File: src/rtl/bp_update_scheduler.sv
// bp_update_scheduler
//
// Purpose:
//   Owns every write into the 2-bit branch-history counter table (BHT) and
//   shares the table's single synchronous read port with fetch lookups.
//   ROB commit outcomes are buffered in a small FIFO. Each one is applied as
//   a read-modify-write saturating-counter update. After reset and on flush,
//   the whole table is walked and every entry is set to INIT_VAL.
//
// Ports:
//   clk_in               clock
//   rst_in               asynchronous active-low reset
//   rdy_in               global enable; low freezes all state
//   flush_in             re-initialise the table (drops queued updates)
//   rob_to_bp_ready      commit update valid
//   rob_to_bp_pc         PC of the committed branch
//   rob_to_bp_actual_br  actual outcome, 1 = taken
//   bp_to_rob_full       update FIFO full; ROB must hold its update
//   iu_lookup_valid      fetch owns the table read port this cycle
//   tbl_rd_en/idx        scheduler read request into the BHT
//   tbl_rd_data          BHT read data, valid the cycle after tbl_rd_en
//   tbl_wr_en/idx/data   BHT write port
//   busy_out             high while the table is being initialised
module bp_update_scheduler #(
  parameter int         BHT_WIDTH  = 6,
  parameter int         FIFO_DEPTH = 4,
  parameter logic [1:0] INIT_VAL   = 2'b10
) (
  input  logic                 clk_in,
  input  logic                 rst_in,
  input  logic                 rdy_in,
  input  logic                 flush_in,
  input  logic                 rob_to_bp_ready,
  input  logic [31:0]          rob_to_bp_pc,
  input  logic                 rob_to_bp_actual_br,
  output logic                 bp_to_rob_full,
  input  logic                 iu_lookup_valid,
  output logic                 tbl_rd_en,
  output logic [BHT_WIDTH-1:0] tbl_rd_idx,
  input  logic [1:0]           tbl_rd_data,
  output logic                 tbl_wr_en,
  output logic [BHT_WIDTH-1:0] tbl_wr_idx,
  output logic [1:0]           tbl_wr_data,
  output logic                 busy_out
);

  localparam int PTR_W = $clog2(FIFO_DEPTH);
  localparam int CNT_W = PTR_W + 1;

  typedef enum logic [1:0] {
    S_INIT = 2'd0,
    S_IDLE = 2'd1,
    S_RD   = 2'd2,
    S_WB   = 2'd3
  } state_t;

  state_t               state_reg;
  logic [BHT_WIDTH-1:0] init_idx_reg;
  logic [BHT_WIDTH-1:0] upd_idx_reg;
  logic                 upd_taken_reg;
  logic [1:0]           old_ctr_reg;

  // Small FIFO of pending updates; read combinationally at the head.
  logic [BHT_WIDTH-1:0] fifo_idx_mem   [FIFO_DEPTH];
  logic                 fifo_taken_mem [FIFO_DEPTH];
  logic [PTR_W-1:0]     wr_ptr_reg;
  logic [PTR_W-1:0]     rd_ptr_reg;
  logic [CNT_W-1:0]     count_reg;

  logic                 active;
  logic                 fifo_empty;
  logic                 fifo_full;
  logic                 push;
  logic                 issue_rd;
  logic [BHT_WIDTH-1:0] push_idx;
  logic                 unused_pc_bits;

  function automatic logic [1:0] sat_update(input logic [1:0] c, input logic taken);
    if (taken) begin
      return (c == 2'b11) ? 2'b11 : c + 2'b01;
    end
    return (c == 2'b00) ? 2'b00 : c - 2'b01;
  endfunction

  assign push_idx       = rob_to_bp_pc[BHT_WIDTH+1:2];
  assign unused_pc_bits = ^{rob_to_bp_pc[31:BHT_WIDTH+2], rob_to_bp_pc[1:0]};

  // rst_in is folded in so the enables drop the instant reset asserts,
  // not only after the state register has been cleared.
  assign active     = rst_in && rdy_in && !flush_in;
  assign fifo_empty = (count_reg == '0);
  assign fifo_full  = (count_reg == CNT_W'(FIFO_DEPTH));

  // A push while full is dropped even if a pop frees a slot this cycle.
  assign push     = rst_in && rdy_in && !flush_in && rob_to_bp_ready && !fifo_full;
  // Fetch always wins the read port.
  assign issue_rd = active && (state_reg == S_IDLE) && !fifo_empty && !iu_lookup_valid;

  assign bp_to_rob_full = fifo_full;
  assign busy_out       = (state_reg == S_INIT);
  assign tbl_rd_en      = issue_rd;
  assign tbl_rd_idx     = issue_rd ? fifo_idx_mem[rd_ptr_reg] : '0;

  always_comb begin
    tbl_wr_en   = 1'b0;
    tbl_wr_idx  = '0;
    tbl_wr_data = 2'b00;
    if (active) begin
      case (state_reg)
        S_INIT: begin
          tbl_wr_en   = 1'b1;
          tbl_wr_idx  = init_idx_reg;
          tbl_wr_data = INIT_VAL;
        end
        S_WB: begin
          tbl_wr_en   = 1'b1;
          tbl_wr_idx  = upd_idx_reg;
          tbl_wr_data = sat_update(old_ctr_reg, upd_taken_reg);
        end
        default: begin
        end
      endcase
    end
  end

  always_ff @(posedge clk_in) begin
    if (push) begin
      fifo_idx_mem[wr_ptr_reg]   <= push_idx;
      fifo_taken_mem[wr_ptr_reg] <= rob_to_bp_actual_br;
    end
  end

  always_ff @(posedge clk_in or negedge rst_in) begin
    if (!rst_in) begin
      state_reg     <= S_INIT;
      init_idx_reg  <= '0;
      upd_idx_reg   <= '0;
      upd_taken_reg <= 1'b0;
      old_ctr_reg   <= 2'b00;
      wr_ptr_reg    <= '0;
      rd_ptr_reg    <= '0;
      count_reg     <= '0;
    end else if (rdy_in) begin
      if (flush_in) begin
        state_reg    <= S_INIT;
        init_idx_reg <= '0;
        wr_ptr_reg   <= '0;
        rd_ptr_reg   <= '0;
        count_reg    <= '0;
      end else begin
        case (state_reg)
          S_INIT: begin
            init_idx_reg <= init_idx_reg + BHT_WIDTH'(1);
            if (init_idx_reg == {BHT_WIDTH{1'b1}}) begin
              state_reg <= S_IDLE;
            end
          end
          S_IDLE: begin
            if (issue_rd) begin
              upd_idx_reg   <= fifo_idx_mem[rd_ptr_reg];
              upd_taken_reg <= fifo_taken_mem[rd_ptr_reg];
              state_reg     <= S_RD;
            end
          end
          S_RD: begin
            old_ctr_reg <= tbl_rd_data;
            state_reg   <= S_WB;
          end
          default: begin
            state_reg <= S_IDLE;
          end
        endcase

        if (push) begin
          wr_ptr_reg <= wr_ptr_reg + PTR_W'(1);
        end
        if (issue_rd) begin
          rd_ptr_reg <= rd_ptr_reg + PTR_W'(1);
        end
        if (push && !issue_rd) begin
          count_reg <= count_reg + CNT_W'(1);
        end else if (!push && issue_rd) begin
          count_reg <= count_reg - CNT_W'(1);
        end
      end
    end
  end

endmodule
File: config.mk
export PLATFORM = sky130hd
export DESIGN_NAME = bp_update_scheduler
export DESIGN_NICKNAME = d
export VERILOG_FILES = /design/src/rtl/bp_update_scheduler.sv
export SDC_FILE = /design/constraint.sdc
export NUM_CORES = 1
export LEC_CHECK = 0
export BUFFER_PORTS_ARGS = -buffer_cell sky130_fd_sc_hd__buf_2
export CORE_MARGIN = 8
export CORE_UTILIZATION = 40
export CTS_BUF_LIST = sky130_fd_sc_hd__clkbuf_4 sky130_fd_sc_hd__clkbuf_8 sky130_fd_sc_hd__clkbuf_16
export DETAILED_ROUTE_END_ITERATION = 10
export PLACE_DENSITY_LB_ADDON = 0.05
export SETUP_SLACK_MARGIN = 0.05
export SLEW_MARGIN = 20
export SYNTH_ARGS = -nofsm -noshare
export SYNTH_HDL_FRONTEND = slang
export SYNTH_SLANG_ARGS = --single-unit
File: constraint.sdc
create_clock -name clk_in -period 3.4 [get_ports clk_in]
set_clock_uncertainty 0.05 [all_clocks]
set_input_delay 0.68 -clock clk_in [delete_from_list [all_inputs] [get_ports clk_in]]
set_output_delay 0.68 -clock clk_in [all_outputs]
set_load 0.01 [all_outputs]
After elaboration in Yosys (flattened, before gate mapping)

Memories as Yosys holds them, arrays and structs flattened. A register that Yosys moved wholly into a read port is not among the register bits.
Cells that the tools add are included.

Register bits: 23
RAM bits: 28
Input bits: 41
Output and inout bits: 18
Word-level logic and storage cells: 85
Memories kept: 2

Memory list:

| memory         | depth | bits a word | rd ports | clocked after memory_dff | write ports | line | RTL |
|---|---|---|---|---|---|---|---|
| fifo_idx_mem   | 4     | 6           | 1        | 0                        | 1           | 64   | `logic [BHT_WIDTH-1:0] fifo_idx_mem [FIFO_DEPTH];` |
| fifo_taken_mem | 4     | 1           | 1        | 1                        | 1           | 65   | `logic fifo_taken_mem [FIFO_DEPTH];` |

Add/sub/neg operators: 7
Equal/unequal tests: 8
Mux-type cells: 29
Bitwise gates (word level): 1
Reduce and logical (&&, ||, !) cells: 31

Operators with widths:

| kind                | count |
|---|---|
| $mux 2              | 12 |
| $mux 6              | 4 |
| $pmux 6 s2          | 1 |
| $logic_and 1x1->1   | 9 |
| $mux 3              | 3 |
| $reduce_and 2->1    | 4 |
| $logic_not 1->1     | 7 |
| $mux 1              | 7 |
| $add 2x1->2 const B | 3 |
| $add 6x1->6 const B | 1 |
| $eq 2x2->1 const B  | 3 |
| $eq 6x6->1 const B  | 1 |
| $pmux 2 s3          | 1 |
| $reduce_and 3->1    | 2 |
| $reduce_bool 2->1   | 3 |
| $logic_not 2->1     | 2 |
| $pmux 2 s2          | 1 |
| $reduce_and 4->1    | 1 |
| $add 3x1->3 const B | 1 |
| $eq 3x3->1 const B  | 1 |
| $logic_not 3->1     | 1 |
| $ne 3x2->1 const B  | 1 |
| $ne 3x3->1 const B  | 1 |
| $reduce_bool 3->1   | 1 |
| 5 further kinds     | 5 |

Depth between registers and ports, before layout

Depth after elaboration: 9
Depth in mapped cells: 9

Least setup slack after synthesis

OpenSTA, ideal clock, no wires.

Path kind: input to output
Start point: input port flush_in
End point: output port tbl_rd_idx[0]
Data arrival time: 1.879 ns
Slack: 0.791 ns
Stages: 6
Path buffers: 2
Path through: buf_2 -> nand3b_2 -> or3_1 -> buf_4 -> clkinv_4 -> and2_1

Cells in the longest elaborated chain, start to end: 6

RTL lines:

| item                            | line | RTL |
|---|---|---|
| from (decl)                     | 32   | `input logic flush_in,` |
| $logic_not 1->1                 | 90   | `assign active = rst_in && rdy_in && !flush_in;` |
| $logic_and 1x1->1               | 90   |  |
| $logic_and 1x1->1 (3 in series) | 97   | `assign issue_rd = active && (state_reg == S_IDLE) && !fifo_empty && !iu_lookup_valid;` |
| named net tbl_rd_en             | 38   | `output logic tbl_rd_en,` |
| $mux 6                          | 102  | `assign tbl_rd_idx = issue_rd ? fifo_idx_mem[rd_ptr_reg] : '0;` |
| to (decl)                       | 39   | `output logic [BHT_WIDTH-1:0] tbl_rd_idx,` |

The timed path passes the listed nets, and every way through them passes these cells.

Final worst setup path

Start point: register state_reg[1]
End point: output port tbl_rd_idx[2]

Cells in the longest elaborated chain, start to end: 5

RTL lines:

| item                            | line | RTL |
|---|---|---|
| from (decl)                     | 57   | `state_t state_reg;` |
| from (signal assigned)          | 135  | `state_reg <= S_INIT;` |
| from (signal assigned)          | 145  | `state_reg <= S_INIT;` |
| from (signal assigned)          | 155  | `state_reg <= S_IDLE;` |
| $eq 2x1->1                      | 97   |  |
| $logic_and 1x1->1 (3 in series) | 97   |  |
| $mux 6                          | 102  |  |

Every way passes these cells.

==> results.txt <==
----------------------------------------------------
[Routing]
  Average via count per standard cell ... 5.439
  Antenna viol nets, final ... 0
  Routed via count ... 1686
  Iteration count of the initial detailed-routing pass ... 6
  Residual DRC count ... 0
  Wire length after detailed routing ... around 5400 um
  Average routed wire per standard cell ... between 15 and 20 um
  First DRT Iteration DRCs ... 31

[Worst setup path]
  Crit-path max cell delay ... roughly 560 ps
  Type of the setup path with the least slack ... flop to primary output
  Slowest cell on the critical path ... or3_1
  Cell Chain, Critical Path ... inv_1 -> ha_1 -> nand2b_1 -> or3_1 -> clkinv_4 -> and2_1 -> buf_2
  Destination of the worst register-to-register timing path ... count_reg[2]$_DFFE_PN0P_
  Count of cell instances traversed by the critical path ... 7
  Worst path bufs/invs ... 3
  Critical Path End Type ... primary output
  Maximum net fanout on the critical path ... 10
  R2R Path Start ... count_reg[0]$_DFFE_PN0P_
  Worst Path Required ... 2670 ps
  Gate family responsible for the most delay along the worst path ... simple AND/OR/NAND/NOR gates
  Nature of the critical path startpoint ... flop
  Arrival time at the worst endpoint ... 2260 ps
  R2r setup slk ... roughly 1100 ps
  Worst reg-to-reg path cell count ... 8

[Clock tree]
  Count of cells resized by post-cts repair ... 0
  Hold buffer count at cts ... 0
  Cell chosen for the clock root ... clkbuf_8
  TritonCTS buffer count ... 5
  Sinks on the clock net ... 52
  Level count of the clock H-tree ... 2
  Clock latency of the later-clocked register in the worst-skew pair ... 310 ps
  TritonCTS clock tree ... built
  Clock edge transition at the registers on the reported setup and hold paths ... 100 ps
  Clock Path Buffers ... 2
  Post-CTS setup buffer count ... 0

[Synthesis]
  Post-synthesis adder-cell area fraction ... 6.464%
  Most common flop cell mapped by yosys ... edfxtp_1
  Fraction of the mapped netlist area in simple logic gates ... roughly 12%
  Fraction of registers with async set/reset ... between 40% and 50%
  Fraction of synthesized area in multiplexers ... between 8 and 9%
  Share of synthesized area occupied by flip-flops and latches ... 56.42%
  Main combinational cell family by area after synthesis ... compound AO/OA/AOI/OAI gates
  Post-Synthesis Cells ... 199
  FF+latch count, synth ... between 50 and 60
  Yosys warns ... 0
  Post-Synth XOR/XNOR Area ... 1.028%
  Count of unique library cells instantiated by Yosys ... 49
  Number of enable-type register cells in the synthesized netlist ... 28
  Mean instance size in the synthesized netlist ... 12.84 um2
  Synthesized Nets ... around 250
  Area of the mapped netlist ... 2555 um2
  Area fraction in compound gates after synthesis ... 12.14%

[Flow run]
  Max cap viols ... 0

[Place]
  RePlAce Congestion ... 0.7362
  Total half-perimeter wirelength after legalization and detailed placement ... a little over 4000 um
  Number of buffers inserted by port buffering ... 32

[Floorplan]
  Total Die Area ... 9201 um2
  Die height ... about 96 um
  Row cnt ... 29
  Chip width ... 95.92 um
  Core outline area ... 6277 um2
  Number of top-level pins ... 59
  Starting density of the core ... about two fifths

[Power and ir drop]
  Pwr per Cell Area ... 581.4 nW/um2
  Leakage power ... 1.238 nW
  Worst VDD drop ... approximately 0.21 mV

[STA]
  Transition at the pin with the smallest max-transition slack ... 554.5 ps
  Highest clock frequency the design can meet ... around 330 MHz
  Fin crit share ... a little under 90%
  Relative slew slack ... 63.04%
  Final count of pins violating max slew ... 0
  Clock period minus worst slack ... between 2000 and 3000 ps
  Final hold viol count ... 0
  Setup total negative slack ... 0 ps
  Number of setup violations in the final report ... 0
  Setup repair after global routing missed its margin ... false

[Cells and area]
  Layout-stage area growth over the synthesis result ... 13.12%
  Antenna diode count ... 0
  Share of layout cells above drive strength 1 ... 26.18%
  Max FFs per register ... 24
  Core Util, Final ... 46.04%
  Fin nets ... 284

[Global route]
  Total global-route track usage ... 12.37%
  Remaining global-route overflow ... 0
  Number of global-route vias before repair ... 1835
  Number of antenna violations at the first check in global routing ... 0
  Largest net degree at the start of global routing ... 27
  Global-route wire length before repair ... 8694 um

[Run status]
  Run status ... complete, no violations

[Worst hold path]
  Type of the worst min-delay path ... primary input to async pin

----------------------------------------------------
-- synthesized netlist by cell type, types with 3 or more instances --
| master | instances | area (um2) |
|---|---|---|
| edfxtp_1 | 28 | 840.8 |
| nand3_1 | 3 | 15.01 |
| o21ai_0 | 5 | 25.02 |
| dfrtp_1 | 24 | 600.6 |
| a21o_1 | 7 | 52.55 |
| mux2_2 | 4 | 45.04 |
| inv_1 | 14 | 52.55 |
| mux4_2 | 7 | 157.7 |
| and2_1 | 10 | 62.56 |
| nand2_1 | 7 | 26.28 |
| ha_1 | 10 | 125.1 |
| nor2_1 | 8 | 30.03 |
| clkbuf_1 | 7 | 26.28 |
| a22oi_1 | 6 | 45.04 |
| a21oi_1 | 8 | 40.04 |
| nor3_1 | 5 | 25.02 |
| xnor2_1 | 3 | 26.28 |
| and3_1 | 3 | 18.77 |
-- worst reg2reg max path, stage by stage (launching register included) --
cell and delay (ps):
dfrtp_1 450, or3b_1 450, inv_1 110, nor3b_2 80, o21a_1 130, fa_1 390
xnor2_1 220, mux2i_1 210, o22ai_1 90
-- cell usage in the layout, fill, tap and decap left out, types with 3 or more instances in the layout --
cell,Yosys,layout
inv_1,14,14
ha_1,10,10
mux4_2,7,7
dfrtp_1,24,24
nor3_1,5,5
o21ai_0,5,5
edfxtp_1,28,28
xnor2_1,3,3
nor2_1,8,8
nand2_1,7,7
buf_2,1,32
buf_4,1,4
and3_1,3,3
a21oi_1,8,8
nand3_1,3,3
a22oi_1,6,6
clkbuf_8,0,5
mux2_2,4,4
and2_1,10,10
a21o_1,7,7
-- stage by stage --
stage	setup slack (ps)	hold WS [ps]	instance area, um2	cells	power, W
2_1_floorplan	790.6	334.4	2555	199	0.001196
3_3_place_gp	617.4	424.0	2799	302	0.001309
3_5_place_dp	581.3	429.2	2799	302	0.001345
4_1_cts	390.6	381.2	2890	310	0.001699
5_1_grt	258.6	404.3	2890	310	0.001780
6_report	408.2	372.1	2890	310	0.001680
-- per-layer routing --
layer | vias to the layer above | track usage (%) | wire length [um]
met4 | 0 | 3.457 | 59
li1 | 799 | - | -
met2 | 32 | 21.37 | 2667
met5 | - | 0 | 0
met1 | 850 | 14.69 | 2410
met3 | 5 | 3.510 | 305
-- cell families (layout without fill, tap and decap cells) --
| kind of cell | after synthesis | after routing |
|---|---|---|
| buffers and inverters | 25 | 59 |
| XOR/XNOR | 3 | 3 |
| adder cells (fa/ha/maj) | 13 | 13 |
| AO/OA/AOI/OAI | 44 | 44 |
| flip-flops | 52 | 52 |
| multiplexers | 12 | 12 |
| AND/OR/NAND/NOR | 50 | 50 |
-- report_power, final --
group          switching (W)  total [W]  internal (W)
combinational       0.000228   0.000444      0.000216
sequential          0.000119   0.000881      0.000762
clock               0.000207   0.000355      0.000148
-- final cells by class --
| class | count | area, um2 |
|---|---|---|
| Clock buffer | 5 | 68.82 |
| Clock inverter | 3 | 22.52 |
| Fill cell | 576 | 3387 |
| Inverter | 15 | 61.31 |
| Multi-Input combinational cell | 122 | 1010 |
| Sequential cell | 52 | 1441 |
| Tap cell | 77 | 96.34 |
| Timing Repair Buffer | 36 | 190.2 |
-- worst max-delay path by stage --
stage | startpoint | endpoint | slack (ps)
3_3_place_gp | iu_lookup_valid | tbl_rd_idx[5] | 620
6_report | state_reg[1]$_DFFE_PN0P_ | tbl_rd_idx[2] | 410
4_1_cts | state_reg[1]$_DFFE_PN0P_ | tbl_rd_idx[2] | 390
2_1_floorplan | flush_in | tbl_rd_idx[0] | 790
3_5_place_dp | iu_lookup_valid | tbl_rd_idx[2] | 580
5_1_grt | state_reg[1]$_DFFE_PN0P_ | tbl_rd_idx[2] | 260
Power figures use the tool's default switching activity.
